==> config.mk <==
export PLATFORM = sky130hd
export DESIGN_NAME = pll_div_chan
export DESIGN_NICKNAME = d
export VERILOG_FILES = /design/src/rtl/pll_div_pkg.sv /design/src/rtl/pll_div_chan.sv
export SDC_FILE = /design/constraint.sdc
export NUM_CORES = 1
export LEC_CHECK = 0
export CAP_MARGIN = 20
export CORE_MARGIN = 2
export CORE_UTILIZATION = 47
export DETAILED_ROUTE_END_ITERATION = 7
export PLACE_DENSITY = 0.83
export SYNTH_ARGS = -nofsm -noshare
export SYNTH_HDL_FRONTEND = slang
export SYNTH_SLANG_ARGS = --single-unit
==> constraint.sdc <==
create_clock -name clk -period 3.5 [get_ports clk]
set_clock_uncertainty 0.05 [all_clocks]
set_input_delay 0.35 -clock clk [delete_from_list [all_inputs] [get_ports clk]]
set_output_delay 0.35 -clock clk [all_outputs]
set_load 0.02 [all_outputs]
==> src/rtl/pll_div_pkg.sv <==
// Shared types and helpers for the multi-channel PLL divider model.
package pll_div_pkg;

  typedef enum logic [1:0] {
    ST_IDLE    = 2'd0,
    ST_LOCKING = 2'd1,
    ST_LOCKED  = 2'd2
  } state_e;

  localparam int DEF_DIV_W = 8;

  // Counter must be able to hold LOCK_CYCLES itself, since it saturates there.
  function automatic int lock_cnt_w(input int lock_cycles);
    return (lock_cycles < 1) ? 1 : $clog2(lock_cycles + 1);
  endfunction

endpackage

==> src/rtl/pll_div_chan.sv <==
// One divider channel: captured divide/phase, wrap counter, registered level and strobe.
// Phase offset is only built when PLL_DIV_PHASE_EN is defined.
module pll_div_chan
  import pll_div_pkg::*;
#(
  parameter int DIV_W = DEF_DIV_W
) (
  input  logic             clk,
  input  logic             rst_n,
  input  logic             i_cfg_load,
  input  logic [DIV_W-1:0] i_cfg_div,
  input  logic [DIV_W-1:0] i_cfg_phase,
  input  logic             i_start,
  input  logic             i_run,
  input  logic             i_clear,
  output logic             o_clk_out,
  output logic             o_clk_en
);

  localparam logic [DIV_W-1:0] ONE   = 1;
  localparam logic [DIV_W:0]   ONE_W = 1;

  logic [DIV_W-1:0] r_div;
  logic [DIV_W-1:0] r_cnt;
  logic             r_clk_out;
  logic             r_clk_en;
  logic [DIV_W-1:0] w_div_eff;
  logic [DIV_W-1:0] w_last;
  logic [DIV_W:0]   w_half;
  logic [DIV_W-1:0] w_start_cnt;
  logic [DIV_W-1:0] w_cnt_next;
  logic             w_active;

  assign w_div_eff = (r_div == '0) ? ONE : r_div;
  assign w_last    = w_div_eff - ONE;
  assign w_half    = ({1'b0, w_div_eff} + ONE_W) >> 1;

`ifdef PLL_DIV_PHASE_EN
  logic [DIV_W-1:0] r_phase;
  logic [DIV_W-1:0] w_phase_eff;

  always_ff @(posedge clk or negedge rst_n) begin
    if (!rst_n)          r_phase <= '0;
    else if (i_cfg_load) r_phase <= i_cfg_phase;
  end

  assign w_phase_eff = (r_phase > w_last) ? w_last : r_phase;
  assign w_start_cnt = (w_phase_eff == '0) ? '0 : (w_div_eff - w_phase_eff);
`else
  logic w_unused_phase;
  assign w_unused_phase = ^i_cfg_phase;
  assign w_start_cnt    = '0;
`endif

  assign w_active = (i_start || i_run) && !i_clear;

  // NOTE: every always_comb output gets a default first, so no path can infer a latch.
  always_comb begin
    w_cnt_next = r_cnt;
    if (i_clear)      w_cnt_next = '0;
    else if (i_start) w_cnt_next = w_start_cnt;
    else if (i_run)   w_cnt_next = (r_cnt >= w_last) ? '0 : (r_cnt + ONE);
  end

  // NOTE: sequential state uses non-blocking assignments so all registers update from pre-edge values.
  // NOTE: captured cfg is reset too, so an async reset restores divide-by-1 on every channel.
  always_ff @(posedge clk or negedge rst_n) begin
    if (!rst_n) begin
      r_div     <= ONE;
      r_cnt     <= '0;
      r_clk_out <= 1'b0;
      r_clk_en  <= 1'b0;
    end else begin
      if (i_cfg_load) r_div <= i_cfg_div;
      r_cnt     <= w_cnt_next;
      r_clk_out <= w_active && ({1'b0, w_cnt_next} < w_half);
      r_clk_en  <= w_active && (w_cnt_next == '0);
    end
  end

  assign o_clk_out = r_clk_out;
  assign o_clk_en  = r_clk_en;

endmodule

==> metrics.txt, run 1 <==
status finished, violations left; violated checks negative setup slack; Flop pwr share 0.452; Post-Syn Nets 194; pins over their slew limit 0; Synth top area share 0.3017; vias in the first global route 1257; max incr delay on CP 0.46 ns; Peak VDD IR 0.0001819 V; # DRC 0; relative slew slack 0.4580; layout cells sized above 1 0.2703; WP data required 3.67 ns; crit-path max FO 6; setup repair after global routing missed its margin true; minimum clock period after layout 3.600 ns; CP top delay family compound AO/OA/AOI/OAI gates; met3 GRT Util 0.02418; top cells by area, synth dfrtp_1 30%, ha_1 15%, xor2_1 6.2%, mux2_2 5.6%, nand2_1 4.8%; initial antenna violation count 0; Total GRT Usage 0.2085; Crit Path Category flop to flop; die height 58.78 um; Final Cycle Share 1.029; critical-path cell list nor4_4, a31oi_2, ha_2, xnor2_2, ha_1, buf_4, nand2_1, o21ai_1, a221o_2, nor2_4, ha_4, nor2b_4, o21a_1, o21ai_2, a21oi_2, nor3_2; Least-Margin Pin Slew 0.8105 ns; DRT Wirelength 3291 um; Max Buffers Root-to-Sink 2; Hold Crit Class primary input to asynchronous set/reset pin; Maximum Capacitance Violations 0; Sw Ratio 0.3074; DRT Pass-1 Iters 4; GR Overflow Total 0; grt met2 use 0.3937; Pint 0.3598 mW; largest net degree at the start of global routing 19; Crit-path slowest cell dfrtp_2; DIE WIDTH 58.78 um; synth-to-layout area growth 30.79%; first-pass GRT wire length 5554 um; sequential cell area 452.9 um2; Port Buf Inserts 15; Placer Congestion 0.8224; filler cell count 211; dominant synthesized flop cell dfrtp_1; FFs w/ async S/R, synth 1.000; routed length per instance 15.24 um; Nets 225; worst setup margin -0.1004 ns; area leader, netlist dfrtp_1; yosys synthesis warning count 0; Antenna diodes 0; Clock Pin Slew Worst Setup and Hold Paths 0.10 ns; area of the multi-input gates 1015 um2; Yosys cell types 36; Pwr Density 281.7 nW/um2; H-Tree Depth 1; worst reg2reg setup slack -0.10 ns; number of synthesized flops with an enable pin 0; Finished Layout Cells 216; Syn Std Cell Area 1410 um2; Critical Path End Type flop; Max Clk Rate 277.7 MHz; Worst Setup Start Kind flop; core area 2805 um2; hold_ws 0.4622 ns; # rows 19; Clock Latency Late Sink 0.30 ns; Seq/Total Area, Yosys 0.3203; Clock Power Share 0.206; hpwl dp 2373 um; total negative slack -0.1004 ns; leakage 0.7678 nW; grt peak-use layer met2; dpl ws -0.1537 ns; Vias 1241; die area 3455 um2; Post-Syn Instances 155; critical path arrival 3.77 ns; CTS tree done; Comb power frac 0.341; Placed Cells 201; syn_area_per_cell 9.097 um2; #FFs+latches synth 18; CP Buf/Inv Count 1; Routed Antenna Nets 0; clk sink count 18; Inserted Clock Buffers 3; switching pwr 0.1597 mW; CTS root buf clkbuf_4; M1 GR Usage 0.2483; Via-to-Cell Ratio 5.745; Final Hold Viols 0; cts hold-fix bufs 0; 1st-iter DRT viols 87; Finish-stage setup viols 1; Overall Power 0.5195 mW; I/O Pins 24; Initial Util 0.5027
## cell type report
cell class                 count  area share
clock buffer                   4     0.01425
inverter                       4    0.008141
multi-input combinational    125      0.5502
sequential                    18      0.2456
tap                           31     0.02103
timing repair buffer          34      0.1608
## final timing paths
path	startpoint	endpoint	cells after the start
worst max-delay path	r_div[3]	o_clk_out	16
worst min-delay path	rst_n	o_clk_en	1
max in group asynchronous	rst_n	r_div[3]	1
min in group clk	r_div[4]	r_div[4]	1
worst max register to register	r_div[3]	o_clk_out	16
worst min register to register	r_div[4]	r_div[4]	1
## power groups by stage
stage	sequential [mW]	combinational [mW]	clock [mW]
floorplan	0.234	0.0899	0
global placement	0.235	0.131	0
detailed placement	0.236	0.139	0
CTS	0.232	0.162	0.111
global route	0.236	0.195	0.119
finish	0.235	0.177	0.107
## cells in the final DEF (no fill, tap or decap), types with 5 or more instances in the layout
master / netlist / final
buf_4: 0 / 18
mux2_2: 7 / 7
nand2_1: 18 / 18
clkdlybuf4s50_1: 0 / 15
xor2_1: 10 / 10
a21oi_1: 6 / 5
dfrtp_1: 17 / 16
ha_1: 17 / 14
xnor2_1: 6 / 5
nor2_1: 16 / 13
nand3_1: 5 / 5
## synthesized netlist by cell type (2+ instances only)
cell and count:
a21oi_1 6, and3_1 2, buf_6 2, clkbuf_1 6
dfrtp_1 17, ha_1 17, inv_1 4, mux2_2 7
mux2i_1 2, nand2_1 18, nand3_1 5, nand4_1 4
nor2_1 16, nor2b_1 3, nor3_1 5, nor4_1 3
o21ai_0 5, xnor2_1 6, xor2_1 10
## state kept, by name (all words and copies together), names as in the netlist
register and flops:
r_cnt 8, o_clk_out 1, o_clk_en 1, r_div 8
## worst register-to-register path: cells and delay by family, from the launching register on
family / cells / cell delay, ns
AOI/OAI and AO/OA: 6 / 1.12
and+or+nand+nor: 5 / 0.85
adders and majority gates: 3 / 0.76
DFF: 1 / 0.46
buffers and inverters: 1 / 0.15
xor gates and xnor gates: 1 / 0.14
## logic make-up (layout without fill, tap and decap cells)
kind of cell | after synthesis | after routing | synth area share
buffers and inverters | 12 | 42 | 0.04259
multiplexers | 9 | 9 | 0.07010
AO/OA/AOI/OAI | 21 | 21 | 0.1020
AND/OR/NAND/NOR | 62 | 62 | 0.2147
adder cells (fa/ha/maj) | 17 | 17 | 0.1508
flip-flops | 18 | 18 | 0.3203
XOR/XNOR | 16 | 16 | 0.09938
## per-stage QoR
| stage | util | area, um2 |
|---|---|---|
| global placement | 0.5785 | 1623 |
| detailed placement | 0.5785 | 1623 |
| floorplan | - | 1421 |
| CTS | 0.6343 | 1779 |
| finish | 0.6574 | 1844 |
| global route | 0.6574 | 1844 |
## layer usage
layer / part of all wire / vias to the layer above
met3: 0.033 / 9
met4: 0.018 / 0
met5: 0 / -
li1: - / 612
met1: 0.41 / 590
met2: 0.53 / 30
## repair_timing
item / CTS / global route
gates resized for setup: 13 / 11
hold endpoints to repair: 0 / 0
endpoints found under the setup margin: 1 / 1
buffers inserted: 9 / 2
pin swaps: 9 / 15
Note: power is estimated with default switching activity, not from simulation.
==> run 2: changes to the inputs <==
--- a/config.mk
+++ b/config.mk
@@ -13,3 +13,4 @@
 export SYNTH_ARGS = -nofsm -noshare
 export SYNTH_HDL_FRONTEND = slang
 export SYNTH_SLANG_ARGS = --single-unit
+export TNS_END_PERCENT = 10
==> results of run 2 <==
Same layout as run 1: the final DEF is identical, and so are final timing and power.
==> run 3: changes to the inputs <==
--- a/config.mk
+++ b/config.mk
@@ -8,6 +8,7 @@
 export CAP_MARGIN = 20
 export CORE_MARGIN = 2
 export CORE_UTILIZATION = 47
+export CTS_CLUSTER_SIZE = 40
 export DETAILED_ROUTE_END_ITERATION = 7
 export PLACE_DENSITY = 0.83
 export SYNTH_ARGS = -nofsm -noshare
==> results of run 3 <==
Same layout as run 1: the final DEF is identical, and so are final timing and power.
